===== config.mk =====
export PLATFORM = sky130hd
export DESIGN_NAME = radar_position_tracker_flat
export DESIGN_NICKNAME = d
export VERILOG_FILES = /design/src/rtl/radar_position_tracker_pkg.sv /design/src/rtl/radar_position_tracker_if.sv /design/src/rtl/radar_edge_detect.sv /design/src/rtl/radar_position_tracker.sv /design/src/flat_wrapper.sv
export SDC_FILE = /design/constraint.sdc
export NUM_CORES = 1
export LEC_CHECK = 0
export BUFFER_PORTS_ARGS = -buffer_cell sky130_fd_sc_hd__clkbuf_2
export CORE_MARGIN = 4
export CORE_UTILIZATION = 53
export DETAILED_ROUTE_END_ITERATION = 16
export PLACE_DENSITY_LB_ADDON = 0.25
export SETUP_SLACK_MARGIN = 0.1
export SYNTH_ARGS = -nofsm -noshare
export SYNTH_HDL_FRONTEND = slang
export SYNTH_HIERARCHICAL = 1
export SYNTH_SLANG_ARGS = --single-unit

===== constraint.sdc =====
create_clock -name sys_clk -period 3.6 [get_ports sys_clk]
set_input_delay 0.72 -clock sys_clk [delete_from_list [all_inputs] [get_ports sys_clk]]
set_output_delay 0.72 -clock sys_clk [all_outputs]
set_load 0.05 [all_outputs]

===== src/rtl/radar_position_tracker_pkg.sv =====
// Shared definitions for the radar position tracker: default counter width
// and the tracking state machine encoding.
package radar_position_tracker_pkg;

  localparam int DATA_WIDTH = 32;

  typedef enum logic [1:0] {
    ST_IDLE  = 2'd0,
    ST_SYNC  = 2'd1,
    ST_TRACK = 2'd2
  } track_state_e;

endpackage


===== src/rtl/radar_position_tracker_if.sv =====
// Signal bundle between the radar front end / statistics block (master)
// and the position tracker (slave).
interface radar_position_tracker_if
  import radar_position_tracker_pkg::*;
#(
  parameter int DW = DATA_WIDTH
);

  logic          arp;
  logic          acp;
  logic          trig;
  logic          us_clk;
  logic          calibrated;
  logic [DW-1:0] acp_cnt;
  logic          clr_err;

  logic [DW-1:0] azimuth;
  logic [DW-1:0] trig_idx;
  logic [DW-1:0] range_us;
  logic          tracking;
  logic          sync_err;
  logic          acp_ovf;

  modport master (
    output arp, acp, trig, us_clk, calibrated, acp_cnt, clr_err,
    input  azimuth, trig_idx, range_us, tracking, sync_err, acp_ovf
  );

  modport slave (
    input  arp, acp, trig, us_clk, calibrated, acp_cnt, clr_err,
    output azimuth, trig_idx, range_us, tracking, sync_err, acp_ovf
  );

endinterface


===== src/rtl/radar_edge_detect.sv =====
// Two-flop synchronizer for an asynchronous level followed by a history
// flop; pulse is high for exactly one clock after each rising edge.
module radar_edge_detect (
  input  logic clk,
  input  logic rst,
  input  logic din,
  output logic pulse
);

  logic sync1_r;
  logic sync2_r;
  logic hist_r;

  // Synchronizer chain plus history stage, cleared by reset
  always_ff @(posedge clk) begin
    if (rst) begin
      sync1_r <= 1'b0;
      sync2_r <= 1'b0;
      hist_r  <= 1'b0;
    end else begin
      sync1_r <= din;
      sync2_r <= sync1_r;
      hist_r  <= sync2_r;
    end
  end

  // Rising edge seen at the synchronized stage
  assign pulse = sync2_r & ~hist_r;

endmodule


===== src/rtl/radar_position_tracker.sv =====
// Radar position tracker: locks onto the north reference (ARP), then keeps
// azimuth index, trigger index within the current ACP and range in
// microseconds since the last trigger, with sticky sync/overflow errors.
module radar_position_tracker
  import radar_position_tracker_pkg::*;
#(
  parameter int DW = DATA_WIDTH
) (
  input logic                     sys_clk,
  input logic                     rst,
  radar_position_tracker_if.slave bus
);

  localparam logic [DW-1:0] ZERO = {DW{1'b0}};
  localparam logic [DW-1:0] ONE  = {{(DW-1){1'b0}}, 1'b1};

  track_state_e  state_r;
  track_state_e  state_next_s;

  logic          arp_ev_s;
  logic          acp_ev_s;
  logic          trig_ev_s;
  logic          us_ev_s;

  logic [DW-1:0] az_r;
  logic [DW-1:0] az_next_s;
  logic [DW-1:0] trig_idx_r;
  logic [DW-1:0] trig_idx_next_s;
  logic [DW-1:0] range_r;
  logic [DW-1:0] range_next_s;
  logic [DW-1:0] rot_r;
  logic [DW-1:0] rot_next_s;
  logic [DW-1:0] closing_s;
  logic [DW-1:0] acp_cnt_r;

  logic          stay_track_s;
  logic          set_sync_s;
  logic          set_ovf_s;
  logic          tracking_r;
  logic          sync_err_r;
  logic          acp_ovf_r;

  radar_edge_detect u_arp_edge  (.clk(sys_clk), .rst(rst), .din(bus.arp),    .pulse(arp_ev_s));
  radar_edge_detect u_acp_edge  (.clk(sys_clk), .rst(rst), .din(bus.acp),    .pulse(acp_ev_s));
  radar_edge_detect u_trig_edge (.clk(sys_clk), .rst(rst), .din(bus.trig),   .pulse(trig_ev_s));
  radar_edge_detect u_us_edge   (.clk(sys_clk), .rst(rst), .din(bus.us_clk), .pulse(us_ev_s));

  // Next state: calibration loss always returns to IDLE
  always_comb begin
    state_next_s = state_r;
    if (!bus.calibrated) begin
      state_next_s = ST_IDLE;
    end else begin
      case (state_r)
        ST_IDLE:  state_next_s = ST_SYNC;
        ST_SYNC: begin
          if (arp_ev_s) state_next_s = ST_TRACK;
          else          state_next_s = ST_SYNC;
        end
        ST_TRACK: state_next_s = ST_TRACK;
        default:  state_next_s = ST_IDLE;
      endcase
    end
  end

  // Counter updates; only a cycle that starts and stays in TRACK counts,
  // every other cycle forces the counters back to zero
  always_comb begin
    stay_track_s    = (state_r == ST_TRACK) && (state_next_s == ST_TRACK);
    az_next_s       = ZERO;
    rot_next_s      = ZERO;
    trig_idx_next_s = ZERO;
    range_next_s    = ZERO;
    set_sync_s      = 1'b0;
    set_ovf_s       = 1'b0;
    // An ACP coinciding with the ARP closes the old rotation
    closing_s       = acp_ev_s ? (rot_r + ONE) : rot_r;
    if (stay_track_s) begin
      if (arp_ev_s) begin
        az_next_s  = ZERO;
        rot_next_s = ZERO;
        set_sync_s = (acp_cnt_r != ZERO) && (closing_s != acp_cnt_r);
      end else if (acp_ev_s) begin
        rot_next_s = (&rot_r) ? rot_r : (rot_r + ONE);
        if ((acp_cnt_r != ZERO) && (az_r == (acp_cnt_r - ONE))) begin
          az_next_s = ZERO;
          set_ovf_s = 1'b1;
        end else begin
          az_next_s = az_r + ONE;
        end
      end else begin
        az_next_s  = az_r;
        rot_next_s = rot_r;
      end

      if (acp_ev_s) begin
        trig_idx_next_s = trig_ev_s ? ONE : ZERO;
      end else if (trig_ev_s && !(&trig_idx_r)) begin
        trig_idx_next_s = trig_idx_r + ONE;
      end else begin
        trig_idx_next_s = trig_idx_r;
      end

      if (trig_ev_s) begin
        range_next_s = ZERO;
      end else if (us_ev_s && !(&range_r)) begin
        range_next_s = range_r + ONE;
      end else begin
        range_next_s = range_r;
      end
    end else begin
      az_next_s = ZERO;
    end
  end

  // State, counters, latched rotation length and sticky error flags
  always_ff @(posedge sys_clk) begin
    if (rst) begin
      state_r    <= ST_IDLE;
      az_r       <= ZERO;
      rot_r      <= ZERO;
      trig_idx_r <= ZERO;
      range_r    <= ZERO;
      acp_cnt_r  <= ZERO;
      tracking_r <= 1'b0;
      sync_err_r <= 1'b0;
      acp_ovf_r  <= 1'b0;
    end else begin
      state_r    <= state_next_s;
      az_r       <= az_next_s;
      rot_r      <= rot_next_s;
      trig_idx_r <= trig_idx_next_s;
      range_r    <= range_next_s;
      tracking_r <= (state_next_s == ST_TRACK);

      if (arp_ev_s) acp_cnt_r <= bus.acp_cnt;
      else          acp_cnt_r <= acp_cnt_r;

      // A new error in the same cycle as a clear keeps the flag set
      if (set_sync_s)       sync_err_r <= 1'b1;
      else if (bus.clr_err) sync_err_r <= 1'b0;
      else                  sync_err_r <= sync_err_r;

      if (set_ovf_s)        acp_ovf_r <= 1'b1;
      else if (bus.clr_err) acp_ovf_r <= 1'b0;
      else                  acp_ovf_r <= acp_ovf_r;
    end
  end

  assign bus.azimuth  = az_r;
  assign bus.trig_idx = trig_idx_r;
  assign bus.range_us = range_r;
  assign bus.tracking = tracking_r;
  assign bus.sync_err = sync_err_r;
  assign bus.acp_ovf  = acp_ovf_r;

endmodule


===== src/flat_wrapper.sv =====
// flat-port wrapper written by rule: the top's interface ports become plain ports
module radar_position_tracker_flat import radar_position_tracker_pkg::*;
#(
  parameter int DW = DATA_WIDTH
)
  (sys_clk, rst, bus_arp, bus_acp, bus_trig, bus_us_clk, bus_calibrated, bus_acp_cnt, bus_clr_err, bus_azimuth, bus_trig_idx, bus_range_us, bus_tracking, bus_sync_err, bus_acp_ovf);
  radar_position_tracker_if #(.DW(DW)) bus_i ();
  input logic sys_clk;
  input logic rst;
  input wire logic [$bits(bus_i.arp)-1:0] bus_arp;
  input wire logic [$bits(bus_i.acp)-1:0] bus_acp;
  input wire logic [$bits(bus_i.trig)-1:0] bus_trig;
  input wire logic [$bits(bus_i.us_clk)-1:0] bus_us_clk;
  input wire logic [$bits(bus_i.calibrated)-1:0] bus_calibrated;
  input wire logic [$bits(bus_i.acp_cnt)-1:0] bus_acp_cnt;
  input wire logic [$bits(bus_i.clr_err)-1:0] bus_clr_err;
  output wire logic [$bits(bus_i.azimuth)-1:0] bus_azimuth;
  output wire logic [$bits(bus_i.trig_idx)-1:0] bus_trig_idx;
  output wire logic [$bits(bus_i.range_us)-1:0] bus_range_us;
  output wire logic [$bits(bus_i.tracking)-1:0] bus_tracking;
  output wire logic [$bits(bus_i.sync_err)-1:0] bus_sync_err;
  output wire logic [$bits(bus_i.acp_ovf)-1:0] bus_acp_ovf;
  assign bus_i.arp = bus_arp;
  assign bus_i.acp = bus_acp;
  assign bus_i.trig = bus_trig;
  assign bus_i.us_clk = bus_us_clk;
  assign bus_i.calibrated = bus_calibrated;
  assign bus_i.acp_cnt = bus_acp_cnt;
  assign bus_i.clr_err = bus_clr_err;
  assign bus_azimuth = bus_i.azimuth;
  assign bus_trig_idx = bus_i.trig_idx;
  assign bus_range_us = bus_i.range_us;
  assign bus_tracking = bus_i.tracking;
  assign bus_sync_err = bus_i.sync_err;
  assign bus_acp_ovf = bus_i.acp_ovf;
  radar_position_tracker #(.DW(DW)) u_core (.sys_clk(sys_clk), .rst(rst), .bus(bus_i));
endmodule

==> qor.yml <==
detailed_routing:
  routed.top_layer: "met4"
  met2RoutedLength_mm: 12.20
  routed-wl-met3_mm: 2.051
  routedLengthMet1_mm: 12.30
  remaining_drc_errors: 0
  totalWireLength_mm: 27.49
  vias: 9581
  detailedRoute.firstIterationViolations: 728
  drtPass1Iterations: 5
  remaining_number_of_nets_flagged_by_the_antenna_check_after_routing: 0
  drt-vias-per-instance: 5.814
  wire_per_inst_um: 16.68
timing:
  slew_violations: 0
  report.final.hold_viol_count: 0
  timing.clock.skew_ps: 16.47
  setup_violations: 0
  timing.final.crit_share_pct: 93.49
  worst-slew-pin-transition_ps: 1081
  maxClockFrequency_ghz: 0.2971
  worst_slew_margin_rel_pct: 27.95
  fin_hold_ws_ps: 446.6
  grt_setup_unrepaired: "false"
  finalSetupTns_ps: 0
  finalWorstPathRequiredPeriod_ps: 3366
  finalWorstSetupSlack_ps: 234.2
synth:
  synth_xor_area_share_pct: 14.58
  avgSynthCellArea_um2: 8.028
  synth_compound_gate_area_share_pct: 9.668
  main_combinational_cell_family_by_area_after_synthesis: "simple AND/OR/NAND/NOR gates"
  synthesis.area_mm2: 0.01021
  synthesis.instances: 1272
  ys_types: 73
  synth-simple-area-share_pct: 31.41
  postSynthRegisterBits: 177
  arithmetic_cell_share_of_the_synthesized_area_counting_full_adders_half_adders_and_majority_gates_pct: 0.6127
  synth_flop_cell: "dfxtp_1"
  synthMuxAreaShare_pct: 4.056
  share_of_flip_flops_with_an_asynchronous_set_or_reset_pct: 0
  synth.net_count: 1317
  synth-warning-count: 6
  synth_sequential_area_ratio_pct: 34.70
  synth-edff-count: 0
worst_setup_path:
  arrival_ps: 3640
  worst_ep_required_time_ps: 3870
  worst_path_max_delay_cell: "or4b_4"
  cp_cell_sequence: "inv_1 > ha_1 > or4b_4 > or4_1 > or4_1 > a21boi_1 > o21ai_1 > a2111oi_4 > and3_1 > buf_12 > nor3_1"
  worst-setup-path-type: "register to register"
  cp_max_fo: 31
  path_common_cell: "or4_1"
  cp-end-kind: "register"
  worst_stage_delay_on_the_critical_path_ps: 530
  critical_path.startpoint_type: "register"
clocking:
  cts_htree_levels: 4
  ctsHoldBuffers: 0
  post-cts-setup-buffer-count: 0
  tritoncts: "yes"
  cts-root-buf: "clkbuf_16"
  post_cts_resize_count: 0
  clkLatencyLatePin_ps: 430
  clockBufferDepth: 2
  cts.reportedPaths.clkPinSlew_ps: 70
  cts_buffers: 17
  num_clock_sinks: 177
grt:
  antenna_violations_before_repair: 0
  grt_pass1_vias: 8786
  largest_net_degree_at_the_start_of_global_routing: 47
  globalRouteOverflowTotal: 0
  grt_pass1_wl_mm: 43.90
  grt_util_all_layers_pct: 24.53
die:
  core_area_mm2: 0.01883
  starting_utilization_of_the_core_area_pct: 54.23
  io_pins: 139
  die-area_mm2: 0.02155
  die_h_um: 146.8
  die_width_um: 146.8
  placement_rows: 50
place:
  hpwlAfterDp_mm: 20.05
  globalplace.congestion: 0.9636
  port-buffer-count: 138
  placement.cell_area_mm2: 0.01111
  dp_slack_ps: 170.3
power_and_ir_drop:
  power.ir.vdd_worst_mv: 0.2977
  power_density_mw_per_mm2: 359.5
  power_frac_comb_pct: 9.5
  p_sw_mw: 1.069
  leakage_nw: 4.183
  cell_internal_pwr_mw: 3.138
  clock_share_of_power_pct: 43.0
  switching_share_pct: 25.41
  power_frac_seq_pct: 47.5
finish:
  mostFrequentLayoutCell: "dfxtp_1"
  most-common-layout-cells: "dfxtp_1 (177), nor2_1 (171), clkbuf_2 (138)"
  design_area_mm2: 0.01170
  area_delta_synth_final_pct: 14.62
  layout-drive-gt1-share_pct: 16.86
  finish.net_count: 1421
  antenna-diode-count: 0
hold_path:
  class_of_the_most_critical_hold_timing_path: "register to register"
outcome:
  status: "completed"
flow_run:
  drv_cap: 0
worst max-delay path, delay by kind of cell, from the launching register on:
| kind | cells | cell delay, ps |
|---|---|---|
| adders and majority gates | 1 | 160 |
| and+or+nand+nor | 5 | 1750 |
| DFF | 1 | 370 |
| buffers and inverters | 2 | 290 |
| AOI/OAI and AO/OA | 3 | 640 |
registers in the layout, summed over array words and instances, names as in the netlist, 2 cells and up:
register and count:
u_core/rot_r 32, u_core/state_r 2, u_core/bus.range_us 32, u_core/acp_cnt_r 32, u_core/bus.azimuth 32, u_core/bus.trig_idx 32
power by group through the flow:
stage	Clock [mW]	Sequential (mW)	Combinational, mW
CTS	1.84	2.00	0.382
global placement	0	2.04	0.372
detailed placement	0	2.04	0.378
global route	1.93	2.00	0.433
finish	1.81	2.00	0.398
floorplan	0	2.03	0.283
synthesized netlist by cell type, drive strengths merged (3+ instances only):
library cell  number  area share, %
nor4b              5           0.43
o2111ai            5           0.43
o22ai              3           0.18
a31oi              6           0.37
inv               32            1.2
and3              21            1.3
o31ai              8           0.59
dfxtp            177             35
nand3b             6           0.44
o211ai             5           0.37
nand2             93            3.4
nor3              71            3.9
and3b              3           0.26
and4              16            1.4
nor2b             24            1.6
or4               15            1.1
a21oi             38            1.9
xor2              87            7.5
or3               36            2.2
a211o              4           0.34
nor2             171            6.3
ha                 5           0.61
nor4              22            1.5
a41oi              4           0.34
nand3             51            2.5
a2111oi            3           0.38
nand4             45            2.8
mux2i             38            3.7
xnor2             83            7.1
nor3b              4           0.29
mux2               3           0.33
a211oi            13            1.0
or2                8           0.49
nand2b            14           0.86
clkbuf            70            2.6
o21ai             34            1.7
buf               16            1.2
layer usage:
| metal | GRT usage, % | up-vias |
|---|---|---|
| met3 | 4.843 | 70 |
| met4 | 10.87 | 0 |
| met2 | 38.74 | 366 |
| met5 | 0.4545 | - |
| li1 | - | 4684 |
| met1 | 32.58 | 4461 |
final cells by class:
class	count	area [µm²]
Inverter	32	120.1
Multi-Input combinational cell	977	6197
Fill cell	1659	7127
Timing Repair Buffer	171	950.9
Clock buffer	19	442.9
Tap cell	260	325.3
Sequential cell	177	3543
Clock inverter	12	123.9
path summary, 6_finish.rpt:
check	from	end	slack [ps]	cells past startpoint
worst max-delay path	u_core/acp_cnt_r[1]$_SDFFE_PP0P_	u_core/bus.azimuth[3]$_SDFFE_PP0P_	230	11
worst min-delay path	u_core/u_trig_edge/sync1_r$_SDFF_PP0_	u_core/u_trig_edge/sync2_r$_SDFF_PP0_	450	1
worst max register to register	u_core/acp_cnt_r[1]$_SDFFE_PP0P_	u_core/bus.azimuth[3]$_SDFFE_PP0P_	230	11
worst min register to register	u_core/u_trig_edge/sync1_r$_SDFF_PP0_	u_core/u_trig_edge/sync2_r$_SDFF_PP0_	450	1
metrics by stage:
step / util (%) / instances / total power, mW
floorplan: - / 1272 / 2.311
global placement: 58.98 / 1617 / 2.416
detailed placement: 58.98 / 1617 / 2.422
CTS: 61.99 / 1648 / 4.216
global route: 62.15 / 1648 / 4.362
finish: 62.15 / 1648 / 4.207
logic make-up (layout without fill, tap and decap cells):
group,Yosys count,count (layout)
AND/OR/NAND/NOR,613,613
flip-flops,177,177
XOR/XNOR,170,170
AO/OA/AOI/OAI,148,148
buffers and inverters,118,234
multiplexers,41,41
adder cells (fa/ha/maj),5,5
Note: power is estimated with default switching activity, not from simulation.
